## config.mk

```make
export PLATFORM = sky130hd
export DESIGN_NAME = msg_uart_tx
export DESIGN_NICKNAME = d
export VERILOG_FILES = /design/src/rtl/msg_uart_tx_pkg.sv /design/src/rtl/uart_tx_core.sv /design/src/rtl/msg_uart_tx.sv
export SDC_FILE = /design/constraint.sdc
export NUM_CORES = 1
export LEC_CHECK = 0
export ABC_AREA = 0
export CORE_UTILIZATION = 50
export DETAILED_ROUTE_END_ITERATION = 6
export MAX_ROUTING_LAYER = met4
export PLACE_DENSITY = 0.77
export SLEW_MARGIN = 20
export SYNTH_ARGS = -nofsm -noshare
export SYNTH_HDL_FRONTEND = slang
export SYNTH_SLANG_ARGS = --single-unit
```

## constraint.sdc

```tcl
create_clock -name clk -period 2.31 [get_ports clk]
set_input_delay 0.231 -clock clk [delete_from_list [all_inputs] [get_ports clk]]
set_output_delay 0.231 -clock clk [all_outputs]
set_load 0.1 [all_outputs]
```

## src/rtl/msg_uart_tx_pkg.sv

```systemverilog
// ---------------------------------------------------------------------------
// msg_uart_tx_pkg
//   Shared definitions for the message UART transmitter:
//   - controller FSM state encoding
//   - parity mode constants (PARITY_NONE / PARITY_ODD / PARITY_EVEN)
//   - frame_len(): number of bit slots in one UART frame
// ---------------------------------------------------------------------------
package msg_uart_tx_pkg;

  typedef logic [2:0] state_t;

  localparam state_t ST_IDLE = 3'd0;
  localparam state_t ST_LOAD = 3'd1;
  localparam state_t ST_SEND = 3'd2;
  localparam state_t ST_WAIT = 3'd3;
  localparam state_t ST_DONE = 3'd4;

  localparam int PARITY_NONE = 0;
  localparam int PARITY_ODD  = 1;
  localparam int PARITY_EVEN = 2;

  // Start bit + 8 data bits + optional parity + stop bits.
  function automatic int frame_len(input int parity, input int stop_bits);
    return 1 + 8 + ((parity != PARITY_NONE) ? 1 : 0) + stop_bits;
  endfunction

endpackage

```

## src/rtl/uart_tx_core.sv

```systemverilog
// ---------------------------------------------------------------------------
// uart_tx_core
//   Serialises one byte per valid/ready handshake into an 8-bit UART frame:
//   start bit, data LSB-first, optional parity, STOP_BITS stop bits.
//
// Ports
//   clk    : clock
//   rst    : asynchronous active-high reset (line forced idle-high at once)
//   valid  : byte on data is offered; accepted when valid & ready
//   data   : byte to transmit
//   ready  : core can accept a byte (high while idle and in the last
//            cycle of the final stop bit)
//   tx     : serial line, idle high
// ---------------------------------------------------------------------------
module uart_tx_core
  import msg_uart_tx_pkg::*;
#(
  parameter int CYCLES_PER_BIT = 10416,
  parameter int PARITY         = PARITY_NONE,
  parameter int STOP_BITS      = 1
) (
  input  logic       clk,
  input  logic       rst,
  input  logic       valid,
  input  logic [7:0] data,
  output logic       ready,
  output logic       tx
);

  localparam int FRAME_BITS = frame_len(PARITY, STOP_BITS);
  localparam int CW         = $clog2(CYCLES_PER_BIT);

  localparam logic [CW-1:0] CYC_LAST    = CW'(CYCLES_PER_BIT - 1);
  localparam logic [CW-1:0] CYC_PRELAST = CW'(CYCLES_PER_BIT - 2);
  localparam logic [3:0]    BIT_LAST    = 4'(FRAME_BITS - 1);

  logic          active;
  logic [CW-1:0] cyc_cnt;
  logic [3:0]    bit_cnt;
  logic [10:0]   shreg;
  logic          par_bit;
  logic [11:0]   frame;
  logic          accept;

  assign ready  = ~active;
  assign accept = valid & ready;

  // Build the full frame image, LSB first on the wire. Bits above the real
  // frame length are ones, so unused slots simply look like more stop bits.
  always_comb begin
    par_bit = ^data;
    if (PARITY == PARITY_ODD) begin
      par_bit = ~par_bit;
    end
    frame = {3'b111, data, 1'b0};
    if (PARITY != PARITY_NONE) begin
      frame[9] = par_bit;
    end
  end

  // Bit timing and shifting. The busy flag drops one cycle before the final
  // stop bit ends, so a byte accepted in that last cycle starts its start bit
  // exactly on the bit boundary; the controller's one SEND cycle therefore
  // stretches the stop bit by a single cycle only.
  always_ff @(posedge clk or posedge rst) begin
    if (rst) begin
      active  <= 1'b0;
      cyc_cnt <= '0;
      bit_cnt <= '0;
      shreg   <= '1;
      tx      <= 1'b1;
    end else if (accept) begin
      active  <= 1'b1;
      cyc_cnt <= '0;
      bit_cnt <= '0;
      shreg   <= frame[11:1];
      tx      <= frame[0];
    end else if (active) begin
      if (bit_cnt == BIT_LAST && cyc_cnt == CYC_PRELAST) begin
        active <= 1'b0;
      end
      if (cyc_cnt == CYC_LAST) begin
        cyc_cnt <= '0;
        bit_cnt <= bit_cnt + 4'd1;
        tx      <= shreg[0];
        shreg   <= {1'b1, shreg[10:1]};
      end else begin
        cyc_cnt <= cyc_cnt + CW'(1);
      end
    end
  end

endmodule

```

## src/rtl/msg_uart_tx.sv

```systemverilog
// ---------------------------------------------------------------------------
// msg_uart_tx
//   Sends a fixed message (MSG, char 0 in the low byte) over a UART line
//   when start rises. Optional looping (REPEAT) while start stays high, and
//   a level abort that ends the message after the frame in flight.
//
// Ports
//   clk      : clock (all logic in this domain)
//   rst      : asynchronous active-high reset
//   start    : rising edge launches a message (ignored while busy)
//   abort    : level; stop after the current frame, no done pulse
//   uart_tx  : serial line, idle high
//   busy     : high from launch until the controller is back in IDLE
//   done     : one-cycle pulse when a message completes normally
//   char_idx : index of the character currently being sent
// ---------------------------------------------------------------------------
module msg_uart_tx
  import msg_uart_tx_pkg::*;
#(
  parameter int                   CYCLES_PER_BIT = 10416,
  parameter int                   MSG_LEN        = 15,
  parameter logic [MSG_LEN*8-1:0] MSG            = "hitsz2024311278",
  parameter int                   PARITY         = 0,
  parameter int                   STOP_BITS      = 1,
  parameter int                   REPEAT         = 0
) (
  input  logic                                                 clk,
  input  logic                                                 rst,
  input  logic                                                 start,
  input  logic                                                 abort,
  output logic                                                 uart_tx,
  output logic                                                 busy,
  output logic                                                 done,
  output logic [((MSG_LEN > 1) ? $clog2(MSG_LEN) : 1)-1:0]     char_idx
);

  localparam int               IDXW     = (MSG_LEN > 1) ? $clog2(MSG_LEN) : 1;
  localparam logic [IDXW-1:0]  IDX_LAST = IDXW'(MSG_LEN - 1);

  state_t          state;
  state_t          state_n;
  logic [IDXW-1:0] idx_n;
  logic            start_q;
  logic            armed;
  logic            abort_q;
  logic            start_edge;
  logic            abort_seen;
  logic            core_valid;
  logic            core_ready;
  logic [7:0]      cur_char;

  // A start level that is already high when reset releases must not count
  // as an edge, so edges are only honoured once start has been seen low.
  assign start_edge = start & ~start_q & armed;
  assign abort_seen = abort_q | abort;
  assign core_valid = (state == ST_SEND);
  assign busy       = (state != ST_IDLE);
  assign done       = (state == ST_DONE);

  // Combinational message ROM.
  assign cur_char = MSG[{char_idx, 3'b000} +: 8];

  // Next-state and next-index logic for the message controller.
  always_comb begin
    state_n = state;
    idx_n   = char_idx;
    case (state)
      ST_IDLE: begin
        if (start_edge) begin
          state_n = ST_LOAD;
        end
      end
      ST_LOAD: begin
        idx_n   = '0;
        state_n = ST_SEND;
      end
      ST_SEND: begin
        if (core_ready) begin
          state_n = ST_WAIT;
        end
      end
      ST_WAIT: begin
        if (core_ready) begin
          if (abort_seen) begin
            state_n = ST_IDLE;
          end else if (char_idx != IDX_LAST) begin
            idx_n   = char_idx + IDXW'(1);
            state_n = ST_SEND;
          end else if (REPEAT != 0 && start) begin
            idx_n   = '0;
            state_n = ST_SEND;
          end else begin
            state_n = ST_DONE;
          end
        end
      end
      ST_DONE: begin
        state_n = ST_IDLE;
      end
      default: begin
        state_n = ST_IDLE;
      end
    endcase
  end

  // Controller registers. The abort latch is cleared whenever the
  // controller is (re)entering IDLE, so an abort never leaks into the next
  // message, and abort while idle is ignored.
  always_ff @(posedge clk or posedge rst) begin
    if (rst) begin
      state    <= ST_IDLE;
      char_idx <= '0;
      start_q  <= 1'b0;
      armed    <= 1'b0;
      abort_q  <= 1'b0;
    end else begin
      state    <= state_n;
      char_idx <= idx_n;
      start_q  <= start;
      if (!start) begin
        armed <= 1'b1;
      end
      if (state_n == ST_IDLE) begin
        abort_q <= 1'b0;
      end else if (abort && (state == ST_LOAD || state == ST_SEND || state == ST_WAIT)) begin
        abort_q <= 1'b1;
      end
    end
  end

  uart_tx_core #(
    .CYCLES_PER_BIT (CYCLES_PER_BIT),
    .PARITY         (PARITY),
    .STOP_BITS      (STOP_BITS)
  ) u_core (
    .clk   (clk),
    .rst   (rst),
    .valid (core_valid),
    .data  (cur_char),
    .ready (core_ready),
    .tx    (uart_tx)
  );

endmodule

```

==> run summary, run 1 <==
CP endpoint kind -> register
Worst Tran Pin Value -> 0.8406 ns
Minimum clock period -> 2.134 ns
Utilization after layout -> 59.58%
CTS max path bufs -> 2
Clock net sink count -> 38
Die area -> 4606 sq um
RR Startpoint -> u_core.cyc_cnt[12]
WP depth -> 5
Worst path arrival time -> 2.31 ns
Worst-skew pair later-pin latency -> 0.29 ns
Worst r2r path cells -> 5
Count of different cell masters after synthesis -> 50
CP Max Fanout -> 8
Critical Path RT -> 2.48 ns
Number of global-route vias before repair -> 1,668
Antenna cells -> 0
Startpoint types -> register
Period utilization -> 92.39%
DIE HEIGHT -> 67.87 um
Area Growth Syn to Fin -> 12.23%
Root Buffer -> clkbuf_8
Synth Net Count -> 246
Width of the die -> 67.87 um
Most used DFF post-synth -> dfrtp_1
Setup violators final -> 0
FFs w/ async S/R, synth -> 100.0%
Gr usage total -> 23.02%
Critical-path top delay cell -> or4b_4
Synthesized area per cell -> 9.312 sq um
H-tree depth -> 2
Final WL -> 4.562 mm
Fin Setup TNS -> 0 ns
Unrepaired setup endpoints after global routing -> no
Crit path cell chain -> or4b_4 > or4_4 > buf_4 > o21ai_0 > a21oi_1
Layout net count -> 256
CTS clk-pin slew, worst paths -> 0.08 ns
Leak pwr -> 1.047 nW
Warnings from Yosys -> 0
Kind of critical path -> register to register
CP max stage delay -> 0.58 ns
Synth Register Bits -> 38
Final hold violation count -> 0
DR vias -> 1,814
Register area share after synthesis -> 44.35%
Crit path to -> u_core.bit_cnt[3]
Layout Skew -> 0.006127 ns
Mapped Cells -> 233
CTS tree -> yes
Max VDD drop -> 0.0005895 V
Share of post-route cells with drive strength above 1 -> 18.03%
Hpwl dp -> 3.214 mm
Crit-path leading delay family -> simple AND/OR/NAND/NOR gates
Site row count -> 23
Worst hold path class -> primary input to async pin
1st-pass router iterations -> 4
CTS Buf Count -> 5
Power per standard cell area -> 830.3 nW/um^2
Number of port buffers -> 10
Max Cap Viol -> 0
EDFF count, synth -> 0
DRT iter0 DRCs -> 104
# DRC -> 0
Wire per inst -> 15.52 um
Slew Viols, Final -> 0
Max transition margin -> 43.96%
Total grt overflow -> 0
Worst Path Buf+Inv -> 1
Outcome -> completed
Core box area -> 4086 sq um
IO Count -> 11
Antenna violations before repair -> 0
Largest net degree at the start of global routing -> 39
Routed vias/inst -> 6.170
Crit path from -> u_core.cyc_cnt[12]
Reg-to-Reg End -> u_core.bit_cnt[3]
First-pass GRT wire length -> 7.665 mm
Initial core utilization -> 53.09%
Max Freq -> 468.6 MHz
Final Wtd Congestion -> 0.8075
Reg-to-reg setup timing slack -> 0.18 ns
Routed Antenna Nets -> 0
Hold buffers post-CTS -> 0
Post-Syn Area -> 2170 sq um
registers in the layout, indices dropped and copies added (netlist names):
name            flops
armed               1
u_core.active       1
u_core.tx           1
state               3
u_core.cyc_cnt     14
char_idx            4
abort_q             1
u_core.bit_cnt      4
u_core.shreg        8
start_q             1
synthesized netlist by cell type (2+ instances only):
cell type  instances  share of area, %
and2_1             2              0.58
nor3_1             3              0.69
nand2_1           21               3.6
nand2b_1           3              0.87
nand3_1           18               4.2
o31ai_1            3               1.0
a21oi_1           16               3.7
o21ai_0           19               4.4
inv_1             11               1.9
nand4b_1           2              0.81
ha_1               9               5.2
nor4_1             2              0.58
o211ai_1           2              0.69
a22oi_1            3               1.0
or2_2              2              0.58
mux2_2             4               2.1
nor2_1            12               2.1
nand4_1            4               1.2
buf_2              2              0.46
a31oi_1            5               1.4
and4_1             2              0.81
mux2i_1            6               2.8
and3_1             3              0.87
dfrtp_1           29                33
dfstp_2            9                11
or3_1              3              0.87
clkbuf_1          11               1.9
or4_1              4               1.4
xor2_1             2              0.81
kinds of logic after synthesis:
kind of cell    after synthesis  synth area share, %
compound gates               61                17.59
buf+inv                      24                4.268
xor+xnor                      2               0.8075
flops                        38                44.35
simple gates                 88                21.92
mux                          11                5.882
fa+ha+maj                     9                5.190
worst min-delay path: stages:
cell and delay, ns:
clkdlybuf4s50_1 0.39, inv_1 0.05, buf_4 0.40
layout make-up:
class | count | area, sq um
multi-input combinational | 171 | 1131
clock buffer | 5 | 68.82
sequential | 38 | 963.4
clock inverter | 3 | 40.04
tap | 50 | 62.56
fill | 356 | 1652
timing repair buffer | 16 | 127.6
inverter | 11 | 41.29
cell usage in the layout (no fill, tap or decap), types with 6 or more instances in the layout:
master	count
dfrtp_1	28
nand2_1	21
o21ai_0	19
nand3_1	18
a21oi_1	16
buf_4	13
nor2_1	12
inv_1	11
ha_1	9
dfstp_2	9
mux2i_1	6
routing by layer:
metal / up-vias / share of wire, % / GRT usage (%)
met4: 0 / 1.3 / 7.292
met2: 40 / 48 / 36.63
met3: 5 / 3.1 / 4.000
li1: 882 / - / -
met1: 887 / 48 / 29.94
met5: - / 0 / -
through the flow:
| stage | area (sq um) | worst slack [ns] | total power (W) | hold WS [ns] | cells |
|---|---|---|---|---|---|
| floorplan | 2171 | 0.03872 | 0.001357 | 0.2624 | 233 |
| global placement | 2316 | 0.2145 | 0.001447 | 0.4490 | 286 |
| detailed placement | 2316 | 0.1340 | 0.001474 | 0.4517 | 286 |
| CTS | 2425 | 0.1083 | 0.002020 | 0.3625 | 294 |
| global route | 2435 | 0.03890 | 0.002133 | 0.4232 | 294 |
| finish | 2435 | 0.1759 | 0.002022 | 0.3505 | 294 |
how the worst min path moves through the flow:
stage	start	slack, ns	endpoint
CTS	rst	0.36	u_core.cyc_cnt[4]
global route	rst	0.42	u_core.cyc_cnt[4]
finish	rst	0.35	u_core.cyc_cnt[6]
detailed placement	u_core.shreg[7]	0.45	u_core.shreg[7]
global placement	u_core.shreg[7]	0.45	u_core.shreg[7]
floorplan	start	0.26	start_q
power breakdown:
| group | leakage, nW | switching, W | internal, W |
|---|---|---|---|
| registers | 0.445 | 0.000186 | 0.000830 |
| clock network | 0.0579 | 0.000230 | 0.000318 |
| logic | 0.545 | 0.000264 | 0.000194 |
repair_timing:
item,4_1_cts,5_1_grt
endpoints found under the setup margin,0,4
gates resized for setup,0,2
buffers inserted,0,0
Power figures use the tool's default switching activity.
==> inputs of run 2 (changes only) <==
--- a/config.mk
+++ b/config.mk
@@ -6,6 +6,7 @@
 export NUM_CORES = 1
 export LEC_CHECK = 0
 export ABC_AREA = 0
+export CAP_MARGIN = 20
 export CORE_UTILIZATION = 50
 export DETAILED_ROUTE_END_ITERATION = 6
 export MAX_ROUTING_LAYER = met4
==> constraint.sdc (replaced) <==
create_clock -name clk -period 2 [get_ports clk]
set_input_delay 0.2 -clock clk [delete_from_list [all_inputs] [get_ports clk]]
set_output_delay 0.2 -clock clk [all_outputs]
set_load 0.1 [all_outputs]
==> run 2 against run 1 <==
Final area grew 10%. Critical path type unchanged. Sequential power grew 12%. First-iteration DRC count grew 50%.
==> run summary, run 2 (synthesis results as in run 1) <==
Final Wtd Congestion -> 0.8039 (-0.45%)
Commonest non-fill, non-tap cell in the layout -> buf_4
Hpwl dp -> 3.209 mm (-0.15%)
Outcome -> completed
Unrepaired setup endpoints after global routing -> yes
Total grt overflow -> 0 (unchanged)
Final Worst Setup Slack -> 0.03738 ns (-0.1385 ns)
Register with the most flip-flops -> u_core.cyc_cnt
Worst path arrival time -> 2.19 ns (-0.12 ns)
Worst-skew pair later-pin latency -> 0.29 ns (about the same)
Slew Viols, Final -> 0 (unchanged)
CTS max path bufs -> 2 (unchanged)
Net Switching -> 0.0008364 W (+23%)
WHS -> 0.3320 ns (-0.01852 ns)
Max transition margin -> 64.51% (+21 points)
Met3 GRT Util -> 5.667% (+1.7 points)
Clock power frac -> 28.5% (+1.4 points)
Gr busiest metal -> met1
IO Count -> 11 (unchanged)
Startpoint types -> register
Minimum clock period -> 1.963 ns (-0.1715 ns)
Most frequent cells in the layout -> buf_4, dfrtp_1, nand2_1
1st-pass router iterations -> 4 (unchanged)
Final hold violation count -> 0 (unchanged)
Kind of critical path -> register to register
Power per standard cell area -> 936.2 nW/um^2 (+13%)
Worst Tran Pin Value -> 0.5324 ns (-0.3082 ns)
Number of global-route vias before repair -> 1,675 (+0.42%)
Area occupied by multi-input gates -> 1176 sq um (+4.0%)
Hold buffers post-CTS -> 0 (unchanged)
Share of post-route cells with drive strength above 1 -> 27.38% (+9.3 points)
Die area -> 4606 sq um (unchanged)
Root Buffer -> clkbuf_8
Dpl cell area -> 2471 sq um (+6.7%)
DIE HEIGHT -> 67.87 um (unchanged)
Max Freq -> 509.5 MHz (+8.7%)
CP Max Fanout -> 5 (-3)
Period utilization -> 98.13% (+5.7 points)
Flop pwr share -> 45.3% (-4.9 points)
CP endpoint kind -> register
Logic gate share of total power -> 26.1% (+3.4 points)
Layout Skew -> 0.005641 ns (-0.0004861 ns)
First-pass GRT wire length -> 7.969 mm (+4.0%)
Antenna violations before repair -> 0 (unchanged)
Max VDD drop -> 0.0005817 V (-1.3%)
Number of port buffers -> 10 (unchanged)
Wire per inst -> 15.67 um (+0.97%)
CTS Buf Count -> 5 (unchanged)
Reg area -> 968.4 sq um (+0.52%)
Sw Ratio -> 33.23% (-0.42 points)
Max Cap Viol -> 0 (unchanged)
Fill cells -> 335 (-5.9%)
Gr usage total -> 24.62% (+1.6 points)
Antenna cells -> 0 (unchanged)
CTS clk-pin slew, worst paths -> 0.08 ns (about the same)
DR vias -> 1,834 (+1.1%)
Area Growth Syn to Fin -> 23.93%
Initial core utilization -> 53.09% (unchanged)
Clock net sink count -> 38 (unchanged)
Worst hold path class -> primary input to async pin
Final WL -> 4.904 mm (+7.5%)
Width of the die -> 67.87 um (unchanged)
GRT met1 Usage -> 34.79% (+4.9 points)
Largest registers -> u_core.cyc_cnt: 14 flops, u_core.shreg: 8 flops
Critical Path RT -> 2.23 ns (-0.25 ns)
Layout net count -> 275 (+7.4%)
Max reg flops -> 14 (unchanged)
# DRC -> 0 (unchanged)
Largest net degree at the start of global routing -> 39 (unchanged)
DRT iter0 DRCs -> 156 (+50%)
Routed vias/inst -> 5.859 (-5.0%)
Reg-to-reg setup timing slack -> 0.04 ns (-0.14 ns)
M2 GR Usage -> 34.65% (-2.0 points)
Core box area -> 4086 sq um (unchanged)
CTS tree -> yes
Leak pwr -> 1.169 nW (+12%)
Tot Pwr -> 0.002517 W (+25%)
Placement Setup Slack -> -0.08980 ns (-0.2238 ns)
Routed Antenna Nets -> 0 (unchanged)
Setup violators final -> 0 (unchanged)
Final instance area -> 2689 sq um (+10%)
H-tree depth -> 2 (unchanged)
Internal power -> 0.001681 W (+25%)
Site row count -> 23 (unchanged)
==> run 2: changes by cell type in the layout (fill, tap and decap cells not counted), moves of 2 or more <==
cell	previous run	this run
clkbuf_16	0	2
clkinv_2	2	0
buf_4	13	29
a21oi_2	0	2
buf_12	0	3
a21oi_1	16	13
dfrtp_1	28	26
==> run 2: layout make-up <==
cell class                      count  share of cell area (%)
Multi-Input combinational cell    171                   43.74
Sequential cell                    38                   36.02
Timing Repair Buffer               35                   11.45
Clock buffer                        8                   4.933
Tap cell                           50                   2.327
Inverter                           11                   1.536
==> run 2: stage by stage <==
| step | setup TNS (ns) | std cells | util [%] |
|---|---|---|---|
| floorplan | -0.3108 | 233 | - |
| global placement | -0.006279 | 301 | 60.47 |
| detailed placement | -0.3981 | 301 | 60.47 |
| CTS | 0 | 310 | 64.24 |
| global route | -0.01260 | 313 | 65.80 |
| finish | 0 | 313 | 65.80 |
==> run 2: power groups by stage <==
stage	registers, W	clock network (W)	logic [W]
after floorplan	0.00113	0	0.000437
after global placement	0.00114	0	0.000602
after detailed placement	0.00114	0	0.000621
after CTS	0.00113	0.000725	0.000632
after global routing	0.00117	0.000762	0.000739
final	0.00114	0.000719	0.000658
==> run 2: routing by layer <==
| layer | vias up | routed length, um |
|---|---|---|
| met5 | - | 0 |
| met3 | 4 | 191 |
| met1 | 878 | 2423 |
| met2 | 41 | 2242 |
| li1 | 911 | - |
| met4 | 0 | 46 |
==> run 2: worst max-delay path, stage by stage, from the launching register on <==
cell	delay [ns]
dfrtp_1	0.39
or4b_4	0.54
or4_4	0.45
or3_1	0.40
a21oi_2	0.12
==> run 2: worst paths after layout <==
kind / to / startpoint / depth (start not counted)
worst max-delay path: u_core.bit_cnt[3] / u_core.cyc_cnt[12] / 4
worst min-delay path: start_q / rst / 3
worst max register to register: u_core.bit_cnt[3] / u_core.cyc_cnt[12] / 4
worst min register to register: u_core.shreg[7] / u_core.shreg[7] / 2
max in group asynchronous: char_idx[0] / rst / 3
min in group clk: start_q / start / 1
==> run 2: repair_timing <==
item / CTS / global route
endpoints found under the setup margin: 8 / 18
setup buffers: 1 / 3
pin swaps: 1 / 2
gates cloned: 0 / 0
resized for setup: 3 / 9
